--- src/rtl/audio_pkg.sv ---
// Shared audio constants and FSM state encoding for the microphone level path
// and the downstream volume-bar renderer.
package audio_pkg;

    localparam int MIC_MIDPOINT = 2048;
    localparam int VOL_MAX      = 15;
    localparam int MIC_W        = 12;
    localparam int VOL_W        = 5;
    localparam int DEV_W        = MIC_W - 1;
    localparam int DEV_MAX      = (1 << DEV_W) - 1;

    typedef enum logic {
        ST_ACCUM  = 1'b0,
        ST_UPDATE = 1'b1
    } state_t;

    function automatic logic [DEV_W-1:0] dev_max(input logic [DEV_W-1:0] a,
                                                 input logic [DEV_W-1:0] b);
        return (a > b) ? a : b;
    endfunction

endpackage

--- src/rtl/mic_abs_dev.sv ---
// Combinational absolute deviation of a microphone sample from the ADC
// midpoint, saturated to the 11-bit range.
module mic_abs_dev
    import audio_pkg::*;
#(
    parameter int MIDPOINT = MIC_MIDPOINT
) (
    input  logic [MIC_W-1:0] mic_in,
    output logic [DEV_W-1:0] dev
);

    logic signed [MIC_W:0] diff;
    logic        [MIC_W:0] mag;

    always_comb begin
        diff = $signed({1'b0, mic_in}) - $signed((MIC_W+1)'(MIDPOINT));
        mag  = diff[MIC_W] ? $unsigned(-diff) : $unsigned(diff);
        // Full-scale low code gives 2048, one more than fits in 11 bits
        if (mag > (MIC_W+1)'(DEV_MAX)) begin
            dev = DEV_W'(DEV_MAX);
        end else begin
            dev = mag[DEV_W-1:0];
        end
    end

endmodule

--- src/rtl/mic_peak_level.sv ---
// Peak-level meter: max |mic - midpoint| over WINDOW accepted samples, mapped to 0..15.
// Optional build macro MIC_PEAK_DECAY_EN adds one-step-per-window release smoothing.
module mic_peak_level
    import audio_pkg::*;
#(
    parameter int WINDOW   = 4000,
    parameter int MIDPOINT = MIC_MIDPOINT,
    parameter int SHIFT    = 7
) (
    input  logic             clk,
    input  logic             reset,
    input  logic             sample_valid,
    input  logic [MIC_W-1:0] mic_in,
    output logic [VOL_W-1:0] volume,
    output logic             volume_valid
);

    localparam int CNT_W = (WINDOW > 2) ? $clog2(WINDOW) : 1;

    state_t             state_q, state_d;
    logic [CNT_W-1:0]   cnt_q, cnt_d;
    logic [DEV_W-1:0]   run_max_q, run_max_d;
    logic [DEV_W-1:0]   peak_q, peak_d;
    logic [VOL_W-1:0]   volume_q, volume_d;
    logic               volume_valid_q, volume_valid_d;

    logic [DEV_W-1:0]   dev;
    logic [DEV_W-1:0]   shifted;
    logic [VOL_W-1:0]   level;

    mic_abs_dev #(
        .MIDPOINT (MIDPOINT)
    ) u_abs_dev (
        .mic_in (mic_in),
        .dev    (dev)
    );

    always_comb begin
        shifted = peak_q >> SHIFT;
        if (shifted > DEV_W'(VOL_MAX)) begin
            level = VOL_W'(VOL_MAX);
        end else begin
            level = VOL_W'(shifted);
        end
    end

    always_comb begin
        state_d        = state_q;
        cnt_d          = cnt_q;
        run_max_d      = run_max_q;
        peak_d         = peak_q;
        volume_d       = volume_q;
        volume_valid_d = 1'b0;

        case (state_q)
            ST_ACCUM: begin
                if (sample_valid) begin
                    if (cnt_q == CNT_W'(WINDOW - 1)) begin
                        // Terminal sample closes the window and counts toward its peak
                        peak_d    = dev_max(run_max_q, dev);
                        run_max_d = '0;
                        cnt_d     = '0;
                        state_d   = ST_UPDATE;
                    end else begin
                        run_max_d = dev_max(run_max_q, dev);
                        cnt_d     = cnt_q + CNT_W'(1);
                    end
                end
            end
            ST_UPDATE: begin
`ifdef MIC_PEAK_DECAY_EN
                if (level >= volume_q) begin
                    volume_d = level;
                end else begin
                    volume_d = volume_q - VOL_W'(1);
                end
`else
                volume_d = level;
`endif
                volume_valid_d = 1'b1;
                state_d        = ST_ACCUM;
                // A sample here is sample 0 of the next window; run_max is already clear
                if (sample_valid) begin
                    run_max_d = dev;
                    cnt_d     = CNT_W'(1);
                end
            end
            default: begin
                state_d = ST_ACCUM;
            end
        endcase
    end

    always_ff @(posedge clk) begin
        if (reset) begin
            state_q        <= ST_ACCUM;
            cnt_q          <= '0;
            run_max_q      <= '0;
            peak_q         <= '0;
            volume_q       <= '0;
            volume_valid_q <= 1'b0;
        end else begin
            state_q        <= state_d;
            cnt_q          <= cnt_d;
            run_max_q      <= run_max_d;
            peak_q         <= peak_d;
            volume_q       <= volume_d;
            volume_valid_q <= volume_valid_d;
        end
    end

    assign volume       = volume_q;
    assign volume_valid = volume_valid_q;

endmodule

--- config.mk ---
export PLATFORM = sky130hd
export DESIGN_NAME = mic_peak_level
export DESIGN_NICKNAME = d
export VERILOG_FILES = /design/src/rtl/audio_pkg.sv /design/src/rtl/mic_abs_dev.sv /design/src/rtl/mic_peak_level.sv
export SDC_FILE = /design/constraint.sdc
export NUM_CORES = 1
export LEC_CHECK = 0
export ABC_AREA = 1
export CORE_MARGIN = 5
export CORE_UTILIZATION = 30
export CTS_CLUSTER_DIAMETER = 150
export DETAILED_ROUTE_END_ITERATION = 8
export GPL_TIMING_DRIVEN = 0
export PLACE_DENSITY = 0.57
export SETUP_SLACK_MARGIN = 0.15
export SLEW_MARGIN = 20
export SYNTH_ARGS = -nofsm -noshare
export SYNTH_HDL_FRONTEND = slang
export SYNTH_HIERARCHICAL = 1
export SYNTH_SLANG_ARGS = --single-unit
--- constraint.sdc ---
create_clock -name clk -period 2.9 [get_ports clk]
set_input_delay 0.29 -clock clk [delete_from_list [all_inputs] [get_ports clk]]
set_output_delay 0.29 -clock clk [all_outputs]
set_load 0.005 [all_outputs]
==> results of run 1 <==
[sequential cells by signal (all words and copies together), names as in the netlist]
| signal | count |
|---|---|
| cnt_q | 12 |
| run_max_q | 11 |
| peak_q | 4 |
| volume | 4 |
| state_q | 1 |
| volume_valid | 1 |
[worst min-delay path: cells and delay by family]
family	cells	cell delay [ns]
buffers and inverters	2	0.19
AO/OA/AOI/OAI	2	0.13
[per-layer routing]
layer  vias to the layer above  GRT usage, %
li1                       1182             -
met1                      1008          15.6
met2                        24          18.7
met3                         7          2.30
met4                         0          3.41
met5                         -             0
[logic make-up after synthesis]
family | Yosys count
DFF | 33
xor gates and xnor gates | 9
adders and majority gates | 13
and+or+nand+nor | 188
AOI/OAI and AO/OA | 42
buffers and inverters | 66
other | 1
[timing repair]
| action | CTS | global route |
|---|---|---|
| gates resized for setup | 0 | 18 |
| setup endpoints to repair | 0 | 15 |
| hold buffers | 0 | 0 |
| setup buffers | 0 | 3 |
[power groups by stage]
stage / Combinational (mW) / Sequential, mW / Clock (mW)
after global placement: 0.299 / 0.498 / 0
after CTS: 0.307 / 0.488 / 0.349
after floorplan: 0.225 / 0.494 / 0
after detailed placement: 0.305 / 0.499 / 0
after global routing: 0.376 / 0.492 / 0.379
final: 0.326 / 0.490 / 0.337
[final cells by class]
cell class | count | area, um2 | area share, %
buffer | 9 | 67.6 | 2.43
clock buffer | 5 | 68.8 | 2.48
clock inverter | 3 | 17.5 | 0.631
inverter | 57 | 214 | 7.70
multi-input combinational | 253 | 1420 | 50.9
sequential | 33 | 661 | 23.8
tap | 99 | 124 | 4.46
timing repair buffer | 21 | 210 | 7.57
[through the flow]
step	setup slack (ns)	power, mW
final	0.334	1.15
after global placement	0.00431	0.797
after global routing	0.129	1.25
after CTS	0.260	1.14
after detailed placement	-0.0406	0.803
after floorplan	0.773	0.719
[final timing paths]
path / startpoint / to / cells after the start
max: mic_in[3] / run_max_q[7]$_SDFFE_PP0P_ / 17
min: sample_valid / run_max_q[10]$_SDFFE_PP0P_ / 4
max reg2reg: cnt_q[0]$_SDFFE_PP0P_ / cnt_q[7]$_SDFFE_PP0P_ / 8
min reg2reg: peak_q[9]$_SDFFE_PP0P_ / peak_q[9]$_SDFFE_PP0P_ / 2
[layout by cell type (no fill, tap or decap), drive strengths merged, types with 8 or more instances in the layout]
cell type and instances:
ha 13, o21ai 15, a21oi 25, dfxtp 33
nand3 56, clkbuf 8, buf 9, nor2 35
clkdlybuf4s50 15, inv 57, xor2 8, nand2 90
==> results by group, run 1 <==
Outcome
  • Status: completed

Worst hold path
  • Hold WC Path Type: primary input to flop

Pwr
  • P_sw: around 0.38 mW
  • Clock power frac: between 20% and 30%
  • Pwr dens: about 420 nW/um2
  • Max IR drop VDD: between 0.2 and 0.25 mV
  • Combinational group share of total power: 28.3%
  • Sequential share of power: between 40% and 50%
  • P_leak: approximately 1.3 nW
  • Internal power: 0.770 mW
  • Net Sw Frac: between 30 and 40%

Logic synthesis
  • List of most frequent post-synthesis cells: 88 x nand2_1, 50 x inv_1, 46 x nand3_1
  • Simple-Gate Fraction of Synth Area: a little under two fifths
  • Post-synthesis mux area share: 0%
  • Syn nets: 380
  • Synth area leaders: dfxtp_1 29%, nand2_1 14%, nand3_1 10%
  • Synth Register Bits: 33
  • Synth top area share: 28.8%
  • Top_reg_cell synth: dfxtp_1
  • Post-Syn Instances: around 350
  • Asr flop ratio synth: 0%
  • Post-synth EDFFs: 0
  • Register area share after synthesis: 28.8%
  • Adder-cell share of the synthesized area: 7.10%
  • Post-synth top area cell: dfxtp_1
  • Compound-gate portion of the synthesized area: between 10% and 20%
  • Netlist cell types: 28
  • Syn. warnings: 6
  • Count leader, synth: nand2_1
  • Syn Area/Cell: 6.51 um2
  • Mapped Area: 2290 um2
  • Post-synthesis xor/xnor area fraction: between 3 and 4%
  • Main combinational cell family by area after synthesis: simple AND/OR/NAND/NOR gates

Global route
  • Grt ovf: 0
  • Initial antenna violation count: 0
  • Global-route wire length before repair: roughly 9000 um
  • Overall Global Routing Usage: 11.6%
  • Vias in the first global route: 2000
  • Largest net degree at the start of global routing: 12

Finish
  • Final instance area: about 2800 um2
  • Area Growth Syn to Fin: 21.2%
  • Fill cells: ~760
  • Final cell count without fillers: 480
  • Final #Nets: between 400 and 500
  • # diodes: 0
  • Post-layout util: a little under two fifths
  • Share of cells above drive strength 1: about 14%

Timing
  • Max-Slew Margin vs Limit: 62.3%
  • Final setup violating endpoints: 0
  • Post-route setup TNS: 0 ns
  • Layout Skew: ~0.011 ns
  • Period utilization: 88.5%
  • Unrepaired setup endpoints after global routing: no
  • Least-Margin Pin Slew: around 0.57 ns
  • Final Hold Vio Count: 0
  • Final Slew Violations: 0
  • Fmax: a little under 0.4 GHz
  • WHS: between 0.3 and 0.4 ns
  • Tmin final: approximately 2.6 ns

Critical path
  • CP Class: primary input to flop
  • Worst EP required: approximately 3.1 ns
  • Cells along the critical path: clkdlybuf4s50_1 -> nor2_1 -> nand3_2 -> nand2_2 -> nand3_1 -> nand3_2 -> inv_1 -> ha_1 -> nand2_1 -> nor2_1 -> nand2_1 -> nor2_2 -> nand3_2 -> buf_6 -> nand3_2 -> nand3_1 -> a21oi_1
  • Crit Path Max Fanout: 10
  • Largest delay share family, worst path: simple AND/OR/NAND/NOR gates
  • Buf/Inv on CP: 3
  • Worst Path Arrival: 2.79 ns
  • FF-to-FF setup slack: approximately 1.2 ns
  • Slowest Stage Delay on Critical Path: between 0.4 and 0.5 ns
  • Worst Setup Start Kind: primary input
  • Crit-path slowest cell: clkdlybuf4s50_1
  • CP most frequent cell: nand3_2
  • Endpoint class of the critical path: flop

Drt
  • Drt wl/cell: ~11 um
  • Drt drc: 0
  • Final WL: between 5000 and 6000 um
  • DR pass1 iterations: 4
  • Max Used Layer: met4
  • Vias per cell: around 4.6
  • Initial DRC Count: 92
  • M1 WL: ~2600 um
  • Antenna-violating nets left: 0
  • Met3 WL post-DR: 145 um
  • DR vias: ~2200
  • Met2 wire len: between 2000 and 3000 um

Die
  • I/O pin count: 21
  • Die area: about 9500 um2
  • Initial core utilization: around 31%
  • Area of the core: ~7300 um2
  • Die Wd: between 90 and 100 um
  • # rows: 31
  • Die Y: 97.4 um

Clocking
  • Clk Latency, worst-skew pair: between 0.2 and 0.3 ns
  • Root Buffer: clkbuf_8
  • Clock transition at path regs: about 0.080 ns
  • CTS Buf Count: 5
  • Clk buf depth: 2
  • CTS sink count: 33
  • CTS H-Tree Depth: 2
  • CTS tree: done

Place
  • Gpl congestion: 0.849
  • Cell total after placement: approximately 470
  • Port Buf Inserts: 18
  • Post-DP HPWL: ~4000 um
  • Placed cell area: approximately 2600 um2

Job
  • Max-cap violation count: 0
No activity file was read; power rests on OpenSTA's default activity.
==> inputs of run 2 (changes only) <==
- DONT_BUFFER_PORTS: unset -> 1
- PLACE_DENSITY: 0.57 -> 0.54
==> results by group, run 2 (same netlist as run 1, synthesis figures left out) <==
Outcome
  • Status: completed

Die
  • Area of the core: 7330 um2 (unchanged)
  • # rows: 31 (unchanged)
  • Die area: 9480 um2 (unchanged)
  • Die Y: 97.4 um (unchanged)
  • I/O pin count: 21 (unchanged)
  • Die Wd: 97.4 um (unchanged)
  • Initial core utilization: 31.3% (unchanged)

Clocking
  • CTS H-Tree Depth: 2 (unchanged)
  • Root Buffer: clkbuf_8
  • Post-CTS Setup Bufs: 0 (unchanged)
  • CTS sink count: 33 (unchanged)
  • CTS Buf Count: 5 (unchanged)
  • CTS tree: done
  • CTS Hold Buffers Added: 0 (unchanged)
  • Clock transition at path regs: 0.08 ns (about the same)
  • Clk Latency, worst-skew pair: 0.29 ns (about the same)
  • Cts repair resizes: 0 (unchanged)
  • Clk buf depth: 2 (unchanged)

Finish
  • Final #Nets: 387 (-5.1%)
  • Top reg by flops: cnt_q
  • Highest-count cells in the layout ignoring fill and taps: 88 x nand2_1, 50 x inv_1, 46 x nand3_1, 33 x dfxtp_1, 29 x nor2_1
  • FF+latch area: 661 um2 (unchanged)
  • Share of cells above drive strength 1: 11.1% (-3.3 points)
  • Fill cells: 804 (+6.2%)
  • Post-layout util: 34.5% (-3.4 points)
  • Area occupied by multi-input gates: 1350 um2 (-4.4%)
  • Commonest non-fill, non-tap cell in the layout: nand2_1
  • # diodes: 0 (unchanged)
  • Biggest registers after layout: cnt_q: 12 flops, run_max_q: 11 flops
  • Max reg flops: 12 (unchanged)
  • Area Growth Syn to Fin: 10.5%

Place
  • Gpl congestion: 0.819 (-3.6%)
  • Port Buf Inserts: 0 (-18)
  • Post-DP HPWL: 3940 um (-2.5%)

Timing
  • Max-Slew Margin vs Limit: 62.3% (about the same)
  • Period utilization: 73.7% (-15 points)
  • Least-Margin Pin Slew: 0.566 ns (+0.000362 ns)
  • Final setup violating endpoints: 0 (unchanged)
  • Final Hold Vio Count: 0 (unchanged)
  • Layout Skew: 0.0200 ns (+0.00925 ns)
  • Fmax: 0.468 GHz (+20%)
  • Tmin final: 2.14 ns (-0.430 ns)
  • Unrepaired setup endpoints after global routing: no
  • Final Slew Violations: 0 (unchanged)
  • Post-route setup TNS: 0 ns (unchanged)

Global route
  • Initial antenna violation count: 0 (unchanged)
  • Grt ovf: 0 (unchanged)
  • Overall Global Routing Usage: 11.8% (+0.18 points)
  • Global-route wire length before repair: 9290 um (+0.98%)
  • Largest net degree at the start of global routing: 11 (-1)
  • Vias in the first global route: 2051 (+2.6%)

Drt
  • Drt drc: 0 (unchanged)
  • Initial DRC Count: 127 (+38%)
  • DR vias: 2116 (-4.7%)
  • Vias per cell: 4.61 (-0.37%)
  • Antenna-violating nets left: 0 (unchanged)
  • DR pass1 iterations: 4 (unchanged)
  • Final WL: 5380 um (+0.15%)
  • Drt wl/cell: 11.7 um (+4.7%)

Critical path
  • Endpoint class of the critical path: flop
  • Worst Path Arrival: 2.34 ns (-0.45 ns)
  • Crit Path Max Fanout: 10 (unchanged)
  • Worst EP required: 3.11 ns (-0.02 ns)
  • Worst Setup Start Kind: primary input
  • CP Class: primary input to flop

Job
  • Max-cap violation count: 0 (unchanged)

Pwr
  • P_leak: 1.24 nW (-7.4%)
  • Pwr dens: 484 nW/um2 (+16%)
  • Max IR drop VDD: 0.215 mV (+4.4%)

Worst hold path
  • Hold WC Path Type: primary input to flop
run 2: cell types whose count changed in the layout (fill, tap and decap cells not counted), moves of 2 or more:
cell,previous run,this run
clkdlybuf4s50_1,15,0
dlymetal6s2s_1,3,0
nand2_1,84,88
ha_1,11,13
inv_1,48,50
inv_2,9,7
ha_4,2,0
nand2_2,5,1
clkinv_2,2,0
buf_4,5,2
run 2: metrics by stage:
step                      power [mW]  cell area (um2)  instances  worst slack (ns)  hold slack [ns]
after CTS                       1.23             2530        459             0.755           0.0522
final                           1.22             2530        459             0.764           0.0552
after global placement         0.774             2410        451             0.494            0.361
after floorplan                0.719             2290        352             0.773            0.359
after detailed placement       0.778             2410        451             0.455            0.363
after global routing            1.30             2530        459             0.461           0.0484
run 2: final cells by class:
class                   instances  area share (%)
multi-input cells             253            53.4
flip-flops and latches         33            26.1
inverters                      57            8.45
well taps                      99            4.89
clock buffers                   7            3.41
plain buffers                   9            2.52
clock inverters                 1            1.19
run 2: critical path: stages:
cell,delay [ns]
inv_1,0.06
ha_1,0.19
nand3_1,0.13
nand2_1,0.16
nand3_1,0.10
nand3_2,0.11
inv_1,0.06
ha_1,0.31
nand2_1,0.08
inv_1,0.03
nand2_1,0.07
nor2_1,0.05
nand2_1,0.09
nand3_2,0.14
buf_6,0.19
nand3_1,0.07
nand3_1,0.08
a21oi_1,0.13
run 2: where the power goes:
group,total (mW),internal [mW],switching [mW]
Combinational,0.279,0.103,0.177
Clock,0.456,0.280,0.175
Sequential,0.489,0.474,0.0152
run 2: path summary, 6_finish.rpt:
path	from	end	slack, ns	cells past startpoint
worst min-delay path	reset	run_max_q[9]$_SDFFE_PP0P_	0.06	1
worst max-delay path	mic_in[0]	run_max_q[2]$_SDFFE_PP0P_	0.76	18
worst max register to register	run_max_q[6]$_SDFFE_PP0P_	run_max_q[2]$_SDFFE_PP0P_	1.21	11
worst min register to register	peak_q[9]$_SDFFE_PP0P_	volume[2]$_SDFFE_PP0P_	0.45	2
run 2: routing by layer:
layer / vias to the layer above / GRT usage (%) / share of wire, %
li1: 1134 / - / -
met1: 947 / 14.4 / 47
met2: 26 / 20.0 / 47
met3: 9 / 2.30 / 3.9
met4: 0 / 5.01 / 2.2
met5: - / 0 / 0
==> inputs of run 3 (changes only) <==
- clock period: 2.9 -> 2.1 ns (I/O delays scaled with it)
==> results by group, run 3 (same netlist as run 1, synthesis figures left out) <==
Finish
  • Fill cells: 744 (-7.5%)
  • Final #Nets: 398 (+2.8%)
  • Top reg by flops: cnt_q
  • Final instance area: 3190 um2 (+26%)
  • Biggest registers after layout: cnt_q: 12 flops, run_max_q: 11 flops
  • Final cell count without fillers: 470 (+2.4%)
  • # diodes: 0 (unchanged)
  • Max reg flops: 12 (unchanged)
  • Commonest non-fill, non-tap cell in the layout: nand2_1
  • Highest-count cells in the layout ignoring fill and taps: 67 x nand2_1, 37 x inv_1, 33 x dfxtp_1, 23 x nor2_1
  • Area Growth Syn to Fin: 39.3%
  • Share of cells above drive strength 1: 36.7% (+26 points)

Die
  • # rows: 31 (unchanged)
  • Die area: 9480 um2 (unchanged)
  • Die Wd: 97.4 um (unchanged)
  • Area of the core: 7330 um2 (unchanged)
  • Die Y: 97.4 um (unchanged)
  • Initial core utilization: 31.3% (unchanged)
  • I/O pin count: 21 (unchanged)

Clocking
  • Clk Latency, worst-skew pair: 0.30 ns (about the same)
  • Clk buf depth: 2 (unchanged)
  • Clock transition at path regs: 0.09 ns (about the same)
  • CTS tree: done
  • CTS Buf Count: 5 (unchanged)
  • CTS sink count: 33 (unchanged)
  • CTS H-Tree Depth: 2 (unchanged)
  • Root Buffer: clkbuf_8

Job
  • Max-cap violation count: 0 (unchanged)

Place
  • Placed cell area: 2550 um2 (+5.6%)
  • Gpl congestion: 0.753 (-8.1%)
  • Post-DP HPWL: 4050 um (+2.9%)
  • Cell total after placement: 451 (unchanged)
  • Port Buf Inserts: 0 (unchanged)

Critical path
  • FF-to-FF setup slack: 0.34 ns (-0.87 ns)
  • Worst Setup Start Kind: primary input
  • CP Class: primary input to flop
  • Endpoint class of the critical path: flop
  • CP most frequent cell: nand3_4
  • Crit Path Max Fanout: 5 (-5)
  • Worst Path Arrival: 2.20 ns (-0.14 ns)
  • Slowest Stage Delay on Critical Path: 0.27 ns (-0.04 ns)
  • Cells along the critical path: nor2_4 -> nand2_2 -> nor2_4 -> nand3_4 -> buf_8 -> nand3_4 -> inv_4 -> ha_4 -> nand2_4 -> nor2_2 -> nand2_1 -> nor2_2 -> nand3_4 -> clkbuf_16 -> nand3_4 -> nand3_2 -> a21oi_2
  • Crit-path slowest cell: ha_4
  • Worst EP required: 2.34 ns (-0.77 ns)

Timing
  • Least-Margin Pin Slew: 0.586 ns (+0.0205 ns)
  • Final Hold Vio Count: 0 (unchanged)
  • Fmax: between 0.5 and 0.6 GHz
  • WHS: 0.0450 ns (-0.0102 ns)
  • Period utilization: 93.5%
  • Final setup violating endpoints: 0 (unchanged)
  • Final Slew Violations: 0 (unchanged)
  • Max-Slew Margin vs Limit: 60.9% (-1.4 points)
  • Unrepaired setup endpoints after global routing: yes
  • Tmin final: a little under 2 ns
  • Layout Skew: 0.0218 ns (+0.00178 ns)

Drt
  • Drt wl/cell: 13.2 um (+13%)
  • Antenna-violating nets left: 0 (unchanged)
  • Drt drc: 0 (unchanged)
  • Initial DRC Count: 104 (-18%)
  • Final WL: 6220 um (+16%)
  • Vias per cell: 4.82 (+4.6%)
  • DR vias: 2266 (+7.1%)
  • DR pass1 iterations: 4 (unchanged)

Global route
  • Vias in the first global route: 2118 (+3.3%)
  • Grt ovf: 0 (unchanged)
  • Global-route wire length before repair: 9520 um (+2.5%)
  • Largest net degree at the start of global routing: 11 (unchanged)
  • Initial antenna violation count: 0 (unchanged)
  • Overall Global Routing Usage: 12.0% (+0.27 points)

Worst hold path
  • Hold WC Path Type: primary input to flop

Pwr
  • Pwr dens: 628 nW/um2 (+30%)
  • Overall Power: 2.01 mW (+64%)
  • Max IR drop VDD: 0.338 mV (+57%)
  • P_leak: 1.39 nW (+12%)

Outcome
  • Status: completed
run 3: cell types whose count changed in the layout (fill, tap and decap cells not counted), sizes merged:
cell         before  now
clkbuf           10   13
buf               6   13
dlygate4sd3       0    1
run 3: path summary, 6_finish.rpt:
| path | from | to | depth (start not counted) |
|---|---|---|---|
| max | mic_in[7] | run_max_q[7]$_SDFFE_PP0P_ | 17 |
| min | reset | volume_valid$_SDFF_PP0_ | 1 |
| max reg2reg | run_max_q[0]$_SDFFE_PP0P_ | run_max_q[7]$_SDFFE_PP0P_ | 11 |
| min reg2reg | peak_q[10]$_SDFFE_PP0P_ | volume[3]$_SDFFE_PP0P_ | 2 |
run 3: area by class of cell:
class | count | area, um2 | area share, %
Clock inverter | 1 | 30.0 | 0.941
Clock buffer | 7 | 86.3 | 2.70
Buffer | 9 | 75.1 | 2.35
Sequential cell | 33 | 661 | 20.7
Tap cell | 99 | 124 | 3.88
Multi-Input combinational cell | 253 | 1850 | 58.0
Timing Repair Buffer | 11 | 138 | 4.31
Inverter | 57 | 226 | 7.10
run 3: critical path: cells and delay by family:
| family | cells | cell delay (ns) |
|---|---|---|
| and+or+nand+nor | 12 | 1.13 |
| buffers and inverters | 3 | 0.42 |
| adders and majority gates | 1 | 0.27 |
| AOI/OAI and AO/OA | 1 | 0.16 |
run 3: power breakdown:
group / leakage, nW / internal [mW] / total (mW) / switching, mW
Sequential: 0.269 / 0.654 / 0.684 / 0.0300
Clock: 0.0585 / 0.387 / 0.639 / 0.252
Combinational: 1.06 / 0.298 / 0.682 / 0.384
Total: 1.39 / 1.34 / 2.01 / 0.666
run 3: repair_timing:
| action | CTS | global route |
|---|---|---|
| hold buffers | 1 | 0 |
| setup buffers | 0 | 7 |
| gates resized for setup | 0 | 83 |
| hold endpoints to repair | 5 | 0 |
| endpoints found under the setup margin | 0 | 15 |
run 3: metal layers:
layer	vias to the layer above	track usage, %	routed length (um)
met1	1052	15.3	2910
li1	1164	-	-
met5	-	0	0
met3	17	2.37	165
met2	33	19.6	2960
met4	0	5.54	176
run 3: through the flow:
stage | util [%] | setup WS [ns] | setup TNS, ns
final | 43.5 | 0.136 | 0
after floorplan | - | 0.155 | 0
after detailed placement | 34.8 | -0.0783 | -0.954
after CTS | 36.5 | 0.218 | 0
after global routing | 43.5 | -0.00340 | -0.00340
after global placement | 34.8 | -0.0619 | -0.687
